==> src/rtl/board_io_pkg.sv <==
// ---------------------------------------------------------------------------
// board_io_pkg
// Shared types, widths and helpers for the board I/O controller.
//   PWM_W            width of the LED brightness counter and duty input
//   gpio_mode_t      per-pin drive mode (push-pull or open-drain)
//   debounce_cnt_w() width of a debounce counter able to hold 'cycles'
// ---------------------------------------------------------------------------
package board_io_pkg;

  localparam int PWM_W = 8;

  typedef enum logic {
    GPIO_PUSH_PULL  = 1'b0,
    GPIO_OPEN_DRAIN = 1'b1
  } gpio_mode_t;

  // Counter width that can represent the value 'cycles'; never below one bit
  // so a degenerate parameter still yields a legal vector.
  function automatic int debounce_cnt_w(input int cycles);
    if (cycles < 1) begin
      return 1;
    end
    return $clog2(cycles + 1);
  endfunction

endpackage

==> src/rtl/io_debounce.sv <==
// ---------------------------------------------------------------------------
// io_debounce
// One button channel: optional inversion, synchroniser chain, debounce
// counter, stable level register and single-cycle edge pulses.
// Ports:
//   clk_i    system clock
//   rst_i    synchronous active-high reset
//   btn_i    raw asynchronous button pad
//   level_o  debounced level
//   rise_o   one-cycle pulse in the cycle level_o becomes 1
//   fall_o   one-cycle pulse in the cycle level_o becomes 0
// SYNC_STAGES must be in 2..4, DEBOUNCE_CYCLES at least 1.
// ---------------------------------------------------------------------------
module io_debounce
  import board_io_pkg::*;
#(
  parameter int SYNC_STAGES     = 2,
  parameter int DEBOUNCE_CYCLES = 250000,
  parameter bit ACTIVE_LOW      = 1'b0
) (
  input  logic clk_i,
  input  logic rst_i,
  input  logic btn_i,
  output logic level_o,
  output logic rise_o,
  output logic fall_o
);

  localparam int              CNT_W    = debounce_cnt_w(DEBOUNCE_CYCLES);
  localparam logic [CNT_W-1:0] CNT_LAST = CNT_W'(DEBOUNCE_CYCLES - 1);

  logic [SYNC_STAGES-1:0] sync_q;
  logic                   synced;
  logic [CNT_W-1:0]       cnt_q, cnt_d;
  logic                   level_q, level_d;
  logic                   rise_q, rise_d;
  logic                   fall_q, fall_d;

  assign synced  = sync_q[SYNC_STAGES-1];
  assign level_o = level_q;
  assign rise_o  = rise_q;
  assign fall_o  = fall_q;

  // Synchroniser chain; the polarity fix is applied before the first flop so
  // everything downstream works on "pressed = 1".
  always_ff @(posedge clk_i) begin
    if (rst_i) begin
      sync_q <= '0;
    end else begin
      sync_q <= {sync_q[SYNC_STAGES-2:0], btn_i ^ ACTIVE_LOW};
    end
  end

  // Any cycle where the synced value matches the stable level restarts the
  // count, so only an uninterrupted run of DEBOUNCE_CYCLES differing cycles
  // flips the level. The edge pulses are registered alongside the level so
  // they coincide with the cycle the new level is visible.
  always_comb begin
    cnt_d   = '0;
    level_d = level_q;
    rise_d  = 1'b0;
    fall_d  = 1'b0;
    if (synced != level_q) begin
      if (cnt_q == CNT_LAST) begin
        level_d = synced;
        rise_d  = synced;
        fall_d  = ~synced;
      end else begin
        cnt_d = cnt_q + CNT_W'(1);
      end
    end
  end

  always_ff @(posedge clk_i) begin
    if (rst_i) begin
      cnt_q   <= '0;
      level_q <= 1'b0;
      rise_q  <= 1'b0;
      fall_q  <= 1'b0;
    end else begin
      cnt_q   <= cnt_d;
      level_q <= level_d;
      rise_q  <= rise_d;
      fall_q  <= fall_d;
    end
  end

endmodule

==> src/rtl/board_io_ctrl.sv <==
// ---------------------------------------------------------------------------
// board_io_ctrl
// Board-level pad controller between FPGA pads and the SoC.
// Ports:
//   sys_clk, sys_rst        clock, synchronous active-high reset
//   btn_i                   raw button pads
//   btn_level_o             debounced button levels
//   btn_rise_o/btn_fall_o   one-cycle edge pulses of the debounced levels
//   btn_event_o             sticky rise flags, cleared by btn_event_clr_i
//   gpio_out_i/dir_i/od_i   SoC-side GPIO value, drive enable, open-drain mode
//   gpio_in_o               synchronised pad readback
//   gpio_pad_i/_o/_oe       pad input, registered pad value and enable
//   led_val_i, led_duty_i   LED on requests and global PWM brightness
//   led_o                   registered LED pads
// All pad-facing outputs are flops so the board top only adds tristates.
// ---------------------------------------------------------------------------
module board_io_ctrl
  import board_io_pkg::*;
#(
  parameter int NUM_BTN         = 6,
  parameter int NUM_GPIO        = 2,
  parameter int NUM_LED         = 8,
  parameter int SYNC_STAGES     = 2,
  parameter int DEBOUNCE_CYCLES = 250000,
  parameter bit BTN_ACTIVE_LOW  = 1'b0
) (
  input  logic                sys_clk,
  input  logic                sys_rst,
  input  logic [NUM_BTN-1:0]  btn_i,
  output logic [NUM_BTN-1:0]  btn_level_o,
  output logic [NUM_BTN-1:0]  btn_rise_o,
  output logic [NUM_BTN-1:0]  btn_fall_o,
  output logic [NUM_BTN-1:0]  btn_event_o,
  input  logic [NUM_BTN-1:0]  btn_event_clr_i,
  input  logic [NUM_GPIO-1:0] gpio_out_i,
  input  logic [NUM_GPIO-1:0] gpio_dir_i,
  input  logic [NUM_GPIO-1:0] gpio_od_i,
  output logic [NUM_GPIO-1:0] gpio_in_o,
  input  logic [NUM_GPIO-1:0] gpio_pad_i,
  output logic [NUM_GPIO-1:0] gpio_pad_o,
  output logic [NUM_GPIO-1:0] gpio_pad_oe,
  input  logic [NUM_LED-1:0]  led_val_i,
  input  logic [PWM_W-1:0]    led_duty_i,
  output logic [NUM_LED-1:0]  led_o
);

  // One conditioning channel per button.
  for (genvar g = 0; g < NUM_BTN; g++) begin : g_btn
    io_debounce #(
      .SYNC_STAGES     (SYNC_STAGES),
      .DEBOUNCE_CYCLES (DEBOUNCE_CYCLES),
      .ACTIVE_LOW      (BTN_ACTIVE_LOW)
    ) u_debounce (
      .clk_i   (sys_clk),
      .rst_i   (sys_rst),
      .btn_i   (btn_i[g]),
      .level_o (btn_level_o[g]),
      .rise_o  (btn_rise_o[g]),
      .fall_o  (btn_fall_o[g])
    );
  end

  logic [NUM_BTN-1:0]                  event_q, event_d;
  logic [NUM_GPIO-1:0]                 pad_q, pad_d;
  logic [NUM_GPIO-1:0]                 oe_q, oe_d;
  logic [SYNC_STAGES-1:0][NUM_GPIO-1:0] gpio_sync_q;
  logic [PWM_W-1:0]                    pwm_cnt_q, pwm_cnt_d;
  logic [NUM_LED-1:0]                  led_q, led_d;
  logic                                led_on;
  gpio_mode_t                          mode;

  assign btn_event_o = event_q;
  assign gpio_pad_o  = pad_q;
  assign gpio_pad_oe = oe_q;
  assign gpio_in_o   = gpio_sync_q[SYNC_STAGES-1];
  assign led_o       = led_q;

  // Sticky flags: a rise in the same cycle as a clear wins, so a press is
  // never lost to a software clear racing it.
  always_comb begin
    event_d = (event_q & ~btn_event_clr_i) | btn_rise_o;
  end

  // Open-drain pins never drive high: they release the pad (oe=0) for a 1
  // and pull it low for a 0, which is exactly the I2C wiring.
  always_comb begin
    pad_d = '0;
    oe_d  = '0;
    mode  = GPIO_PUSH_PULL;
    for (int i = 0; i < NUM_GPIO; i++) begin
      mode = gpio_mode_t'(gpio_od_i[i]);
      if (mode == GPIO_OPEN_DRAIN) begin
        pad_d[i] = 1'b0;
        oe_d[i]  = gpio_dir_i[i] & ~gpio_out_i[i];
      end else begin
        pad_d[i] = gpio_out_i[i];
        oe_d[i]  = gpio_dir_i[i];
      end
    end
  end

  // Full-scale duty is treated as always on; a plain compare would leave
  // one dark cycle in every 256.
  always_comb begin
    pwm_cnt_d = pwm_cnt_q + PWM_W'(1);
    led_on    = (pwm_cnt_q < led_duty_i) || (led_duty_i == {PWM_W{1'b1}});
    led_d     = led_val_i & {NUM_LED{led_on}};
  end

  always_ff @(posedge sys_clk) begin
    if (sys_rst) begin
      event_q     <= '0;
      pad_q       <= '0;
      oe_q        <= '0;
      gpio_sync_q <= '0;
      pwm_cnt_q   <= '0;
      led_q       <= '0;
    end else begin
      event_q     <= event_d;
      pad_q       <= pad_d;
      oe_q        <= oe_d;
      gpio_sync_q <= {gpio_sync_q[SYNC_STAGES-2:0], gpio_pad_i};
      pwm_cnt_q   <= pwm_cnt_d;
      led_q       <= led_d;
    end
  end

endmodule

==> config.mk <==
export PLATFORM = sky130hd
export DESIGN_NAME = board_io_ctrl
export DESIGN_NICKNAME = d
export VERILOG_FILES = /design/src/rtl/board_io_pkg.sv /design/src/rtl/io_debounce.sv /design/src/rtl/board_io_ctrl.sv
export SDC_FILE = /design/constraint.sdc
export NUM_CORES = 1
export LEC_CHECK = 0
export CORE_UTILIZATION = 40
export CTS_CLUSTER_DIAMETER = 80
export CTS_CLUSTER_SIZE = 30
export DETAILED_ROUTE_END_ITERATION = 10
export PLACE_DENSITY = 0.65
export SYNTH_ARGS = -nofsm -noshare
export SYNTH_HDL_FRONTEND = slang
export SYNTH_HIERARCHICAL = 1
export SYNTH_SLANG_ARGS = --single-unit
==> constraint.sdc <==
create_clock -name sys_clk -period 2.6 [get_ports sys_clk]
set_clock_uncertainty 0.1 [all_clocks]
set_input_delay 0.52 -clock sys_clk [delete_from_list [all_inputs] [get_ports sys_clk]]
set_output_delay 0.52 -clock sys_clk [all_outputs]
set_load 0.01 [all_outputs]
=== Yosys cells after proc, flatten, opt, wreduce, memory -nomap -nowiden ===
Index checks and enable logic that the tools add are counted.

* Eq/ne operators: 13
* Bitwise logic cells: 26
* Add/sub/neg operators: 7
* Shift-type cells: 0
* Muxes and demuxes: 2
* Reductions and logical operators: 21
* Magnitude comparators: 1
* $mul: 0
* Div/mod/pow operators: 0

{| class="wikitable"
|+ Operator list
! cell !! count
|-
| 18-bit by 1-bit adder with 18-bit output, second input constant || 6
|-
| 18-bit equality test, second input constant || 6
|-
| 3-bit OR reduction || 12
|-
| 1-bit inverter || 20
|-
| 2-bit AND reduction || 6
|-
| 8-bit by 1-bit adder with 8-bit output, second input constant || 1
|-
| 8-bit bitwise AND || 1
|-
| 8-bit equality test, second input constant || 1
|-
| 8-bit < comparator || 1
|-
| 6-bit bitwise AND || 1
|-
| 1-bit != test || 6
|-
| 6-bit inverter || 1
|-
| 6-bit OR || 1
|-
| 2-bit OR reduction || 2
|-
| 1-bit bitwise AND || 2
|-
| 1-bit two-way mux || 2
|-
| 1-bit logical OR || 1
|}

* Bits in read-only memories: 0
* Input bits: 38
* Memories kept: 0
* Logic and storage cells: 108
* Output and inout port bits: 38
* Register bits after elaboration: 168
* RAM bits: 0
* Latch bits: 0

=== Logic depth before layout (Yosys ltp) ===
Gate-level depths: netlist of run 1.

* Word-level depth: 3
* Gate-level depth with buffers: 6
* Gate-level depth less buffers: 6

=== Hierarchy ===
The synthesis of run 1 kept the hierarchy.

{| class="wikitable"
|+ Modules (own cells, without submodules)
! module !! cells each !! area each (sq um) !! times used
|-
| io_debounce || 114 || 1,044.8 || 6
|-
| board_io_ctrl || 119 || 1,193.6 || 1
|}

=== Worst setup path after synthesis of run 1 ===
OpenSTA, ideal clock, no wires.

* Path type: register to register
* Start point: register g_btn[0].u_debounce.cnt_q[10]
* End point: register g_btn[0].u_debounce.cnt_q[16]
* Clock period less this slack: 1.912 ns
* Required time: 2.385 ns
* Slack: 0.688 ns
* Stages on the path, launching flop included: 7
* Library setup time: 0.115 ns
* Data arrival time: 1.698 ns
* Cell sequence: dfxtp_1 buf_2 or4b_1 or3_4 o21ai_4 buf_6 nor2_1

* Cells in the longest elaborated chain, start to end: 2
* Elaborated cells on any way between the ends: 3
* Classes of those cells: add/sub (1); eq/ne (1); reduce/logical (1)

{| class="wikitable"
|+ Ends and longest elaborated chain
! element !! line !! source
|-
| start, declared || io_debounce.sv:34 || <nowiki>logic [CNT_W-1:0] cnt_q, cnt_d;</nowiki>
|-
| start signal, assigned || io_debounce.sv:81 || <nowiki>cnt_q <= cnt_d;</nowiki>
|-
| branches (longest 2 deep; another with 18-bit by 1-bit adder with 18-bit output) || n/a ||
|}

Parallel ways; which one is timed is not known.
A chain may end at the register's enable or synchronous reset.

=== Final worst setup path of run 1 ===
* Start point: register g_btn[0].u_debounce.cnt_q[5]
* End point: register g_btn[0].u_debounce.cnt_q[15]

Same word-level chain as after synthesis.

==> flow_summary.json, run 1 <==
{
  "fin_setup_tns_ns": 0,
  "die_area_um2": 19200,
  "setup_viol": 0,
  "ant_nets": 0,
  "cpPeakStageDelay_ns": 0.56,
  "final_layout_size_suffix_gt1_share_pct": 8.51,
  "start_util_pct": 41.1,
  "wirelength_mm": 14.6,
  "tightest_slew_ns": 0.632,
  "p_leak_nw": 2.69,
  "placed_area_um2": 8400,
  "async_flop_share_pct": 0,
  "arrival_ns": 2.30,
  "clock.fmax_mhz": 473,
  "antenna_cells": 0,
  "synth-seq-area-share_pct": 45.1,
  "die_h_um": 139,
  "wire_per_inst_um": 13.0,
  "ios": 76,
  "critPathKind": "flop to flop",
  "nFillCells": 1696,
  "vias": 5722,
  "hold_viol_final": 0,
  "die_width_um": 139,
  "syn_avg_cell_area_um2": 9.29,
  "grt_remaining_overflow": 0,
  "cts_htree_levels": 4,
  "grt.total_usage_pct": 16.2,
  "hpwl_mm": 10.2,
  "cts_resized": 0,
  "ir_drop_v": 0.000472,
  "crit_chain": "or4bb_1, or3_4, o21ai_4, nor2_1",
  "fin_crit_ns": 2.11,
  "cts.sinks": 168,
  "cts_buffer_depth": 2,
  "clk_latency_ns": 0.42,
  "maxCapViolCount": 0,
  "cp_slowest_cell": "or4bb_1",
  "clock-root-buffer": "clkbuf_16",
  "ys_types": 37,
  "startpoint_type": "flop",
  "cts_made_buffers": 17,
  "synth_edf_count": 0,
  "drtIter0Drc": 305,
  "syn-num-nets": 855,
  "violations": "DRC",
  "synth-seq-cells": 168,
  "crit_family": "simple AND/OR/NAND/NOR gates",
  "cellPowerDensity_nw_per_um2": 599,
  "core_um2": 18100,
  "path_max_fanout": 17,
  "final_max_slew_viol_count": 0,
  "required_ns": 2.79,
  "area_growth_pct": 20.8,
  "crit_buf_inv": 0,
  "via_per_inst": 5.10,
  "fin_crit_sh_pct": 81.3,
  "drc_errors": 10,
  "syn_inst": 803,
  "final_area_um2": 9010,
  "status": "finished with violations",
  "grt_max_degree": 31,
  "port_buffers": 75,
  "instances_no_fill": 1122,
  "yosysWarnings": 6,
  "gp_congestion": 0.803,
  "cts_setup_buffers": 0,
  "drtPass1Iterations": 7,
  "min_path_type": "flop to flop",
  "final_nets": 933,
  "critPathCaptureType": "flop",
  "relSlewSlack_pct": 57.9,
  "antenna_found_initial": 0,
  "syn_area_um2": 7460,
  "rsz0062_at_grt": "false",
  "hold_slack_ns": 0.339,
  "rows": 49,
  "ys.flop_type": "dfxtp_1",
  "clk_pin_slew_worst_paths_ns": 0.06,
  "place_inst": 1091,
  "grt_pass1_vias": 5358,
  "grt_pass1_wl_mm": 25.4,
  "tritoncts": "built",
  "hold_buffers": 0
}
==> cell families after synthesis <==
family                   share of synthesized area (%)
AO/OA/AOI/OAI                                     4.95
AND/OR/NAND/NOR                                   32.1
flip-flops                                        45.1
buffers and inverters                             3.52
XOR/XNOR                                          12.0
adder cells (fa/ha/maj)                           2.35
==> where the power goes <==
| group | switching (mW) | internal [mW] | leakage, nW |
|---|---|---|---|
| sequential | 0.0166 | 2.60 | 1.36 |
| combinational | 0.0801 | 0.108 | 1.04 |
| clock | 1.00 | 1.59 | 0.292 |
==> synth_stat cells, drive strengths merged (4+ instances only) <==
cell | number | area share [%]
xor2 | 16 | 1.9
nand2 | 39 | 2.0
and3 | 4 | 0.34
and4 | 6 | 0.70
clkbuf | 8 | 0.40
nor3b | 10 | 1.0
o21ai | 12 | 1.7
dfxtp | 168 | 45
buf | 14 | 1.5
or4bb | 6 | 0.91
nor3 | 30 | 2.0
nand4 | 45 | 3.8
or4b | 6 | 0.80
nand3 | 40 | 3.7
ha | 14 | 2.3
o31ai | 6 | 0.60
or4 | 18 | 2.4
nand2b | 13 | 1.2
or3 | 6 | 0.91
nor4 | 48 | 4.0
a21oi | 19 | 1.6
inv | 32 | 1.6
nor2 | 129 | 6.5
xnor2 | 86 | 10
nor2b | 23 | 1.9
==> state kept, by name (all words and copies together), names as in the netlist <==
register                  cells
g_btn.u_debounce/sync_q      12
gpio_in_o                     2
gpio_sync_q                   2
gpio_pad_oe                   2
g_btn.u_debounce/fall_o       6
gpio_pad_o                    2
pwm_cnt_q                     8
btn_event_o                   6
g_btn.u_debounce/rise_o       6
g_btn.u_debounce/level_o      6
led_o                         8
g_btn.u_debounce/cnt_q      108
==> through the flow <==
| stage | power, mW | setup WS [ns] | util [%] |
|---|---|---|---|
| after global placement | 2.87 | 0.223 | 46.3 |
| after floorplan | 2.76 | 0.688 | - |
| after detailed placement | 2.87 | 0.192 | 46.3 |
| final | 5.40 | 0.485 | 49.7 |
| after CTS | 5.47 | 0.468 | 49.7 |
| after global routing | 5.61 | 0.320 | 49.7 |
==> area by class of cell <==
type | count | area [µm²] | share of cell area, %
multi-input combinational | 581 | 3840 | 42.6
clock inverter | 10 | 144 | 1.60
inverter | 32 | 120 | 1.33
tap | 229 | 287 | 3.18
clock buffer | 21 | 470 | 5.22
timing repair buffer | 81 | 791 | 8.78
sequential | 168 | 3360 | 37.3
==> layer usage <==
layer	part of all wire, %	track usage, %	up-vias	routed length (µm)
li1	-	-	2975	-
met1	49	21.6	2620	7150
met2	44	24.6	108	6400
met3	5.3	4.70	19	779
met4	1.7	6.62	0	247
met5	0	0	-	0
==> placed cells by master (no fill, tap or decap), drive strengths merged, types with 4 or more instances in the layout <==
master           n
xnor2           86
dfxtp          168
nand2b          13
a21oi           19
nor2           129
and3             4
nand4           45
o31ai            6
clkdlybuf4s50   74
nor3b           10
ha              14
or3              6
o21ai           12
or4bb            6
clkbuf          21
nor2b           23
buf              7
nor4            48
or4             18
xor2            16
inv             33
or4b             6
nor3            30
nand2           39
nand3           40
and4             6
==> worst paths after layout <==
path | start | endpoint | slack [ns] | cells after the start
min | gpio_sync_q[1] | gpio_in_o[1] | 0.34 | 1
max | g_btn[0].u_debounce/cnt_q[5] | g_btn[0].u_debounce/cnt_q[15] | 0.49 | 4
max reg2reg | g_btn[0].u_debounce/cnt_q[5] | g_btn[0].u_debounce/cnt_q[15] | 0.49 | 4
min reg2reg | gpio_sync_q[1] | gpio_in_o[1] | 0.34 | 1
Power figures use the tool's default switching activity.
==> inputs of run 2 (changes only) <==
--- a/config.mk
+++ b/config.mk
@@ -9,7 +9,7 @@
 export CTS_CLUSTER_DIAMETER = 80
 export CTS_CLUSTER_SIZE = 30
 export DETAILED_ROUTE_END_ITERATION = 10
-export PLACE_DENSITY = 0.65
+export PLACE_DENSITY = 0.67
 export SYNTH_ARGS = -nofsm -noshare
 export SYNTH_HDL_FRONTEND = slang
 export SYNTH_HIERARCHICAL = 1
==> constraint.sdc (replaced) <==
create_clock -name sys_clk -period 1.9 [get_ports sys_clk]
set_clock_uncertainty 0.1 [all_clocks]
set_input_delay 0.38 -clock sys_clk [delete_from_list [all_inputs] [get_ports sys_clk]]
set_output_delay 0.38 -clock sys_clk [all_outputs]
set_load 0.01 [all_outputs]
==> flow_summary.json, run 2 (same netlist as run 1, synthesis figures left out) <==
{
  "cts_made_buffers": 17,
  "critPathKind": "flop to flop",
  "rows": 49,
  "ios": 76,
  "rsz0062_at_grt": "true",
  "min_path_type": "input pin to flop",
  "place_inst": 1175,
  "final_max_slew_viol_count": 0,
  "crit_family": "simple AND/OR/NAND/NOR gates",
  "crit_buf_inv": 1,
  "ir_drop_v": 0.000602,
  "port_buffers": 75,
  "largest_reg_flops": 108,
  "final_common_cell": "dfxtp_1",
  "clk_pin_slew_worst_paths_ns": 0.06,
  "status": "finished with violations",
  "crit_chain": "or4bb_4, or3_4, o21ai_4, buf_6, a21oi_2",
  "fin_crit_ns": 1.92,
  "hold_slack_ns": 0.215,
  "path_max_fanout": 7,
  "die_h_um": 139,
  "tritoncts": "built",
  "power_mw": 7.92,
  "core_um2": 18100,
  "critPathCaptureType": "flop",
  "clock.fmax_mhz": 520,
  "arrival_ns": 2.12,
  "start_util_pct": 41.1,
  "top_regs": "g_btn.u_debounce/cnt_q: 108 flops, g_btn.u_debounce/sync_q: 12 flops",
  "hold_viol_final": 0,
  "grt_max_degree": 21,
  "cpPeakStageDelay_ns": 0.55,
  "final_nets": 1034,
  "die_area_um2": 19200,
  "cts_buffer_depth": 2,
  "via_per_inst": 5.05,
  "antenna_cells": 0,
  "vias": 6179,
  "violations": "DRC, setup timing",
  "cellPowerDensity_nw_per_um2": 783,
  "p_leak_nw": 3.32,
  "grt_pass1_vias": 6064,
  "clk_latency_ns": 0.42,
  "setup_viol": 32,
  "startpoint_type": "flop",
  "hpwl_mm": 11.5,
  "fin_crit_sh_pct": 101,
  "ant_nets": 0,
  "cts_htree_levels": 4,
  "utilization_pct": 55.8,
  "drc_errors": 11,
  "die_width_um": 139,
  "cts.sinks": 168,
  "relSlewSlack_pct": 60.4,
  "gp_congestion": 0.874,
  "cp_slowest_cell": "or4bb_4",
  "final_layout_size_suffix_gt1_share_pct": 24.3,
  "grt_remaining_overflow": 0,
  "drtIter0Drc": 353,
  "maxCapViolCount": 0,
  "setup_ws_ns": -0.0233,
  "wire_per_inst_um": 13.6,
  "clock-root-buffer": "clkbuf_16",
  "antenna_found_initial": 0,
  "drtPass1Iterations": 8,
  "final_cell_mix": "dfxtp_1 (147), nor2_1 (97), buf_4 (93), xnor2_1 (86), clkdlybuf4s50_1 (74)",
  "grt_pass1_wl_mm": 28.3,
  "area_growth_pct": 35.6,
  "grt.total_usage_pct": 18.0,
  "wirelength_mm": 16.7,
  "tightest_slew_ns": 0.594,
  "required_ns": 2.10,
  "largest-register": "g_btn.u_debounce/cnt_q",
  "instances_no_fill": 1224
}
[run 2: cell count changes in the layout (fill, tap and decap cells not counted), sizes merged]
cell      previous run  this run
bufinv               3         7
inv                 33        32
clkbuf              21        20
clkinvlp             3         1
clkinv               3         4
buf                  7       108
[run 2: area by class of cell]
class,instances,area (µm²)
tap,229,287
multi-input combinational,581,3980
inverter,32,120
sequential,168,3400
timing repair buffer,182,1630
fill,1623,8030
clock buffer,20,457
clock inverter,12,245
[run 2: routing by layer]
metal	track usage, %	vias up	share of wire [%]
li1	-	3174	-
met1	23.0	2867	48
met2	29.9	124	47
met3	3.83	14	4.4
met4	6.74	0	0.85
met5	0	-	0
[run 2: power breakdown]
part	switching, mW	internal [mW]
combinational	0.121	0.172
sequential	0.0225	3.55
clock	1.38	2.67
[run 2: path summary, 6_finish.rpt]
| kind | start | to | slack, ns | cells after the start |
|---|---|---|---|---|
| worst max register to register | g_btn[1].u_debounce/cnt_q[5] | g_btn[1].u_debounce/cnt_q[17] | -0.02 | 5 |
| worst min register to register | g_btn[0].u_debounce/sync_q[0] | g_btn[0].u_debounce/sync_q[1] | 0.33 | 1 |
| worst max-delay path | g_btn[1].u_debounce/cnt_q[5] | g_btn[1].u_debounce/cnt_q[17] | -0.02 | 5 |
| worst min-delay path | sys_rst | g_btn[4].u_debounce/level_o | 0.21 | 2 |
[run 2: timing repair]
| action | in CTS | in global routing |
|---|---|---|
| pin swaps | 19 | 32 |
| setup endpoints to repair | 51 | 106 |
| cloned | 2 | 1 |
| hold buffers | 0 | 0 |
| hold endpoints to repair | 0 | 0 |
| setup buffers | 13 | 3 |
| resized for setup | 28 | 62 |
[run 2: stage by stage]
step           cell area, µm²  worst slack [ns]  TNS [ns]
3_5_place_dp             9080            -0.387     -3.34
6_report                10100           -0.0233    -0.264
3_3_place_gp             9080            -0.345     -2.89
4_1_cts                  9970           -0.0248    -0.454
2_1_floorplan            7500        0.00000255         0
5_1_grt                 10100           -0.0763     -3.61
[run 2: worst register-to-register path, stage by stage, from the launching register on]
cell and delay (ns):
dfxtp_2 0.32, or4bb_4 0.55, or3_4 0.42, o21ai_4 0.20
buf_6 0.17, a21oi_2 0.04
==> inputs of run 3 (changes only) <==
--- a/config.mk
+++ b/config.mk
@@ -9,6 +9,7 @@
 export CTS_CLUSTER_DIAMETER = 80
 export CTS_CLUSTER_SIZE = 30
 export DETAILED_ROUTE_END_ITERATION = 10
+export GPL_ROUTABILITY_DRIVEN = 0
 export PLACE_DENSITY = 0.67
 export SYNTH_ARGS = -nofsm -noshare
 export SYNTH_HDL_FRONTEND = slang
==> results of run 3 <==
Final layout, timing and power as in run 2 (identical DEF).
